### src/rtl/dkong_wav_fetch.sv
// dkong_wav_fetch: fetches one wave ROM byte at each 11025 Hz sample strobe,
// converts it to a signed, volume-scaled 16-bit PCM sample, and decays the
// output to zero while the sequencer is idle.
//
// state | meaning
// ------+------------------------------------------------------------
// IDLE  | no fetch outstanding; a strobe starts a fetch or a decay step
// WAIT  | ROM request raised, waiting for ack or for the timeout
// CALC  | byte latched, scaling it and updating O_WAV this cycle
module dkong_wav_fetch #(
    parameter int TIMEOUT    = 64,
    parameter int DECAY_STEP = 256
) (
    input  logic        I_CLK,
    input  logic        I_RST,
    input  logic        I_SAMPLE_PLS,
    input  logic        I_ACTIVE,
    input  logic [18:0] I_ROM_AB,
    input  logic [3:0]  I_VOL,
    output logic        O_ROM_REQ,
    output logic [18:0] O_ROM_ADDR,
    input  logic        I_ROM_ACK,
    input  logic [7:0]  I_ROM_DATA,
    output logic [15:0] O_WAV,
    output logic        O_WAV_STB,
    output logic        O_OVERRUN,
    output logic        O_TIMEOUT
);

    // One spare bit so TIMEOUT itself is representable for any power of two.
    localparam int CW = $clog2(TIMEOUT) + 1;
    localparam logic [CW-1:0] CNT_LAST = CW'(TIMEOUT - 1);
    localparam logic signed [15:0] STEP_POS = 16'(DECAY_STEP);
    localparam logic signed [15:0] STEP_NEG = -STEP_POS;

    typedef enum logic [1:0] {
        ST_IDLE = 2'd0,
        ST_WAIT = 2'd1,
        ST_CALC = 2'd2
    } state_t;

    state_t         state_q, state_d;
    logic [CW-1:0]  cnt_q, cnt_d;
    logic           req_q, req_d;
    logic [18:0]    addr_q, addr_d;
    logic [7:0]     byte_q, byte_d;
    logic [15:0]    wav_q, wav_d;
    logic           stb_q, stb_d;
    logic           ovr_q, ovr_d;
    logic           tmo_q, tmo_d;

    logic signed [15:0] wav_s;
    logic signed [15:0] decay_val;
    logic signed [12:0] smp_ext;
    logic signed [12:0] vol_ext;
    logic signed [12:0] prod;
    logic        [15:0] calc_val;

    // Next decay value: step toward zero, snapping to zero inside one step.
    always_comb begin
        wav_s = $signed(wav_q);
        if (wav_s >= STEP_POS) begin
            decay_val = wav_s - STEP_POS;
        end else if (wav_s <= STEP_NEG) begin
            decay_val = wav_s + STEP_POS;
        end else begin
            decay_val = 16'sd0;
        end
    end

    // Offset-binary byte to signed, times unsigned volume, then x8 to 16 bits.
    always_comb begin
        smp_ext  = {{5{~byte_q[7]}}, ~byte_q[7], byte_q[6:0]};
        vol_ext  = {9'd0, I_VOL};
        prod     = smp_ext * vol_ext;
        calc_val = {prod, 3'b000};
    end

    // Next-state and output logic of the fetch sequencer.
    always_comb begin
        state_d = state_q;
        cnt_d   = cnt_q;
        req_d   = req_q;
        addr_d  = addr_q;
        byte_d  = byte_q;
        wav_d   = wav_q;
        stb_d   = 1'b0;
        ovr_d   = 1'b0;
        tmo_d   = 1'b0;

        case (state_q)
            ST_IDLE: begin
                if (I_SAMPLE_PLS) begin
                    if (I_ACTIVE) begin
                        addr_d  = I_ROM_AB;
                        req_d   = 1'b1;
                        cnt_d   = '0;
                        state_d = ST_WAIT;
                    end else begin
                        wav_d = decay_val;
                        stb_d = (decay_val != wav_s);
                    end
                end
            end

            ST_WAIT: begin
                cnt_d = cnt_q + CW'(1);
                if (I_SAMPLE_PLS) begin
                    ovr_d = 1'b1;
                end
                // Ack takes priority over a timeout landing in the same cycle.
                if (I_ROM_ACK) begin
                    byte_d  = I_ROM_DATA;
                    req_d   = 1'b0;
                    state_d = ST_CALC;
                end else if (cnt_q == CNT_LAST) begin
                    req_d   = 1'b0;
                    tmo_d   = 1'b1;
                    state_d = ST_IDLE;
                end
            end

            ST_CALC: begin
                if (I_SAMPLE_PLS) begin
                    ovr_d = 1'b1;
                end
                wav_d   = calc_val;
                stb_d   = 1'b1;
                state_d = ST_IDLE;
            end

            default: begin
                req_d   = 1'b0;
                state_d = ST_IDLE;
            end
        endcase
    end

    // State and output registers with synchronous reset.
    always_ff @(posedge I_CLK) begin
        if (I_RST) begin
            state_q <= ST_IDLE;
            cnt_q   <= '0;
            req_q   <= 1'b0;
            addr_q  <= '0;
            byte_q  <= '0;
            wav_q   <= '0;
            stb_q   <= 1'b0;
            ovr_q   <= 1'b0;
            tmo_q   <= 1'b0;
        end else begin
            state_q <= state_d;
            cnt_q   <= cnt_d;
            req_q   <= req_d;
            addr_q  <= addr_d;
            byte_q  <= byte_d;
            wav_q   <= wav_d;
            stb_q   <= stb_d;
            ovr_q   <= ovr_d;
            tmo_q   <= tmo_d;
        end
    end

    assign O_ROM_REQ  = req_q;
    assign O_ROM_ADDR = addr_q;
    assign O_WAV      = wav_q;
    assign O_WAV_STB  = stb_q;
    assign O_OVERRUN  = ovr_q;
    assign O_TIMEOUT  = tmo_q;

endmodule

### config.mk
export PLATFORM = sky130hd
export DESIGN_NAME = dkong_wav_fetch
export DESIGN_NICKNAME = d
export VERILOG_FILES = /design/src/rtl/dkong_wav_fetch.sv
export SDC_FILE = /design/constraint.sdc
export NUM_CORES = 1
export LEC_CHECK = 0
export CAP_MARGIN = 5
export CORE_ASPECT_RATIO = 0.9
export CORE_MARGIN = 2
export CORE_UTILIZATION = 39
export DETAILED_ROUTE_END_ITERATION = 8
export SETUP_SLACK_MARGIN = 0.1
export SLEW_MARGIN = 20
export SYNTH_ARGS = -nofsm -noshare
export SYNTH_HDL_FRONTEND = slang
export SYNTH_SLANG_ARGS = --single-unit
### constraint.sdc
create_clock -name I_CLK -period 7.51 [get_ports I_CLK]
set_clock_uncertainty 0.1 [all_clocks]
set_input_delay 1.1265 -clock I_CLK [delete_from_list [all_inputs] [get_ports I_CLK]]
set_output_delay 1.1265 -clock I_CLK [all_outputs]
set_load 0.05 [all_outputs]
* Yosys cells after proc, flatten, opt, wreduce, memory -nomap -nowiden *
Cells that the tools add are included.

operators by class
  magnitude comparators = 2
  reductions and logical operators = 12
  $add $sub $neg = 3
  equality and inequality tests = 8
  shifts and indexed selects = 0
  bitwise gates (word level) = 4
  divide/modulo/power cells = 0
  multiplexer cells = 23
  multipliers = 1

operators by type and width
  cell                    count
  $mux 16                 4
  $pmux 16 s2             1
  $add 16x10->16 const B  1
  $ge 16x10->1 const B    1
  $le 16x9->1 const B     1
  $ne 16x16->1            1
  $sub 16x10->16 const B  1
  $mux 7                  2
  $pmux 7 s2              1
  $mul 8x5->13            1
  $reduce_and 3->1        4
  $mux 1                  8
  $mux 2                  4
  $add 7x1->7 const B     1
  $eq 7x6->1 const B      1
  $ne 2x2->1 const B      3
  $not 1->1               4
  $pmux 2 s2              1
  $reduce_and 4->1        1
  $reduce_bool 2->1       2
  $reduce_or 2->1         2
  $ne 3x3->1 const B      1
  $pmux 1 s3              1
  $reduce_or 3->1         1
  5 further kinds         5

storage, ports and cells
  bits of input ports = 36
  word-level logic and storage cells = 62
  memory bits (read-only) = 0
  bits in registers = 56
  memory bits (writable) = 0
  latch bits = 0
  memories kept = 0
  output and inout port bits = 39

* Longest topological paths before layout *
  word-level depth = 7
  gate-level depth with buffers = 14
  gate-level depth less buffers = 14

* Worst setup path after synthesis *
OpenSTA, ideal clock, no wires.

  path type = input -> register
  from = in I_VOL[2]
  to = reg wav_q[13], in the netlist O_WAV[13]
  stages = 13
  slack = 3.343 ns
  path buffers = 0
  arrival = 3.993 ns
  library setup time = 0.074 ns
  data required time = 7.336 ns
  cell sequence = and2_1 > ha_1 > fa_1 > inv_1 > fa_1 > inv_1 > ha_1 > nand3_1 > a21oi_1 > nor3_1 > nor3b_1 > or4_1 > a31oi_1

on the way
  cells in the longest elaborated chain, start to end = 2

ends and longest elaborated chain
  element                 line  text
  start: declaration      19    input logic [3:0] I_VOL,
  $mul 8x5->13            75    prod = smp_ext * vol_ext;
  $pmux 16 s2             91    case (state_q)
  end signal: assignment  157   wav_q <= wav_d;
  end: declaration        47    logic [15:0] wav_q, wav_d;

No other way between the ends.
A chain may end at the register's enable or synchronous reset.

* Worst setup path after layout *
Same ends and word-level chain as after synthesis.

==> reports/results.ini <==
[run_status]
outcome = completed

[placed_design]
port_buffers = 74
detailedPlace.worstSlack_ns = 2.55
placed_cells_incl_taps = 657
gp_routability_congestion = 0.816
dp_hpwl_microns = 7350

[clock_tree]
cts_buffers = 5
post_cts_hold_buffer_count = 0
clock-sinks = 56
clock_tree.htree_level_count = 2
postCtsSetupBuffers = 0
clk_transition_reported_paths_ns = 0.11
root_buffer = clkbuf_8
ctsLongestPathBuffers = 2
clock_tree_from_tritoncts = built
cts_resized = 0
clock_insertion_delay_worst_skew_ns = 0.32

[finish]
area_delta_synth_final_pct = 23.8
insertedDiodeCount = 0
mostFrequentLayoutCells = 74 x clkdlybuf4s50_1, 63 x nand2_1, 56 x dfxtp_1
layout_commonest_cell = clkdlybuf4s50_1
design.final.nets = 622
n_fill_cell = 929
fraction_of_final_layout_cells_sized_beyond_drive_strength_1 = 0.0334
post_layout_nonfiller_instances = 665

[synth]
syn-cell-area_sq_mm = 0.00385
synth_top_flop_cell = dfxtp_1
postSynth.asyncResetShare = 0
edff_count_synth = 0
post_synth_inst_count = 473
seq_area_frac_synth = 0.291
synth-warning-count = 0
postSynthNetCount = 557
postSynthRegisterBits = 56
synthesis.area_per_instance_sq_um = 8.15
synth_cell_type_count = 56

[floorplanning]
start_util = 0.399
die_x_microns = 109
coreArea_sq_mm = 0.00966
top_level_ports = 75
core.rowCount = 34
die_height_microns = 98.3
dieArea_sq_mm = 0.0107

[route]
detailedRoute.firstIterationViolations = 125
detail-route-antenna-nets = 0
finalWirelength_microns = 9540
avgViaCountPerCell = 5.19
detail_route.first_pass.iterations = 4
drt_drc_violations_left = 0
vias = 3449
average_wire_per_standard_cell_microns = 14.3

[worst_hold_path]
hp-class = reg -> reg

[power_and_ir_drop]
swShare = 0.351
p_clk_frac = 0.228
power.density_cell_area_mw_per_mm2 = 154
irDropWorstVdd_uv = 83.3
net-switching-power_w = 0.000258
share_of_total_power_in_sequential_cells = 0.444
p_comb_frac = 0.329
intPower_w = 0.000476
power.leakage_nw = 1.93

[flow_run]
timing.max_cap.violations = 0

[global_routing]
first_global_vias = 3283
grt_antenna_before_repair = 0
grt_start_max_net_pins = 50
grt_remaining_overflow = 0
first_pass_grt_wire_length_microns = 15700
grt_use_total = 0.181

[critical_path]
setup.worst_path.class = in -> reg
crit_arrival_ns = 4.76
worstSetupEndpointType = flop
worstSetupStartpointType = primary input
critPathRequiredTime_ns = 7.65
timing.critical_path.fanout_max = 8

[sta]
timing.final.setup_violations = 0
tightestPinTransition_ns = 0.913
hold_viol_final = 0
fmax_mhz = 216
min_period_over_period = 0.615
postLayoutSetupSlackWorst_ns = 2.89
unrepaired_setup_endpoints_after_global_routing = no
report.final.slew_viol_count = 0
whs_ns = 0.362
period_minus_slack_ns = 4.62
fin_setup_tns_ns = 0
worst_slew_margin_rel = 0.387

==> synthesized netlist by cell type, drive strengths merged (7+ instances only) <==
library cell / n / share of area
fa: 17 / 0.088
and2: 30 / 0.049
a31oi: 7 / 0.011
and3: 7 / 0.012
nand2: 63 / 0.061
xnor2: 7 / 0.016
inv: 49 / 0.048
nor2: 25 / 0.024
nand3: 21 / 0.030
ha: 31 / 0.10
o21ai: 16 / 0.021
dfxtp: 56 / 0.29
a21oi: 40 / 0.053
nor3: 11 / 0.014
clkbuf: 11 / 0.011
==> cells by family after synthesis <==
| logic type | count (synthesis) | share of synthesized area |
|---|---|---|
| AO/OA/AOI/OAI | 106 | 0.177 |
| XOR/XNOR | 11 | 0.0250 |
| adder cells (fa/ha/maj) | 48 | 0.189 |
| buffers and inverters | 66 | 0.0675 |
| flip-flops | 56 | 0.291 |
| multiplexers | 4 | 0.0107 |
| AND/OR/NAND/NOR | 182 | 0.240 |
==> final cells by class <==
| cell class | instances | area [sq um] | share of cell area |
|---|---|---|---|
| well taps | 126 | 158 | 0.0330 |
| flip-flops and latches | 56 | 1120 | 0.235 |
| repair buffers | 75 | 748 | 0.157 |
| inverters | 49 | 184 | 0.0385 |
| clock inverters | 2 | 16.3 | 0.00341 |
| multi-input cells | 351 | 2470 | 0.518 |
| clock buffers | 6 | 72.6 | 0.0152 |
==> per-stage QoR <==
step / util / area [sq um] / total power [W]
6_report: 0.494 / 4770 / 0.000734
5_1_grt: 0.494 / 4770 / 0.000780
4_1_cts: 0.494 / 4770 / 0.000743
3_5_place_dp: 0.485 / 4680 / 0.000574
3_3_place_gp: 0.485 / 4680 / 0.000571
2_1_floorplan: - / 3850 / 0.000499
==> worst paths after layout <==
| path | startpoint | end | slack, ns | cells after the start |
|---|---|---|---|---|
| worst min register to register | O_ROM_ADDR[7] | O_ROM_ADDR[7] | 0.36 | 2 |
| worst max register to register | byte_q[7] | O_WAV[15] | 3.82 | 14 |
| worst min-delay path | O_ROM_ADDR[7] | O_ROM_ADDR[7] | 0.36 | 2 |
| worst max-delay path | I_VOL[2] | O_WAV[13] | 2.89 | 14 |
==> layer usage <==
| layer | routed length, microns | share of wire | track usage | up-vias |
|---|---|---|---|---|
| met5 | 0 | 0 | 0 | - |
| met4 | 61 | 0.0064 | 0.0296 | 0 |
| met3 | 412 | 0.043 | 0.0374 | 6 |
| met2 | 4400 | 0.46 | 0.295 | 68 |
| met1 | 4660 | 0.49 | 0.251 | 1628 |
| li1 | - | - | - | 1747 |
==> power groups by stage <==
stage,Clock [W],Sequential (W),Combinational [W]
2_1_floorplan,0,0.000360,0.000139
3_3_place_gp,0,0.000332,0.000239
3_5_place_dp,0,0.000332,0.000242
4_1_cts,0.000175,0.000325,0.000243
5_1_grt,0.000185,0.000328,0.000267
6_report,0.000167,0.000326,0.000241
==> state kept, by name, summed over array words and instances (netlist names) <==
signal / cells
state_q: 2
cnt_q: 7
O_WAV: 16
byte_q: 8
O_WAV_STB: 1
O_ROM_REQ: 1
O_TIMEOUT: 1
O_OVERRUN: 1
O_ROM_ADDR: 19
==> worst max-delay path, stage by stage <==
cell	delay (ns)
clkdlybuf4s50_1	0.50
and2_1	0.21
ha_1	0.31
fa_1	0.53
inv_1	0.06
fa_1	0.53
inv_1	0.04
ha_1	0.37
nand3_1	0.09
a21oi_1	0.20
nor3_1	0.11
nor3b_1	0.16
or4_1	0.41
a31oi_1	0.13
Note: power is estimated with default switching activity, not from simulation.
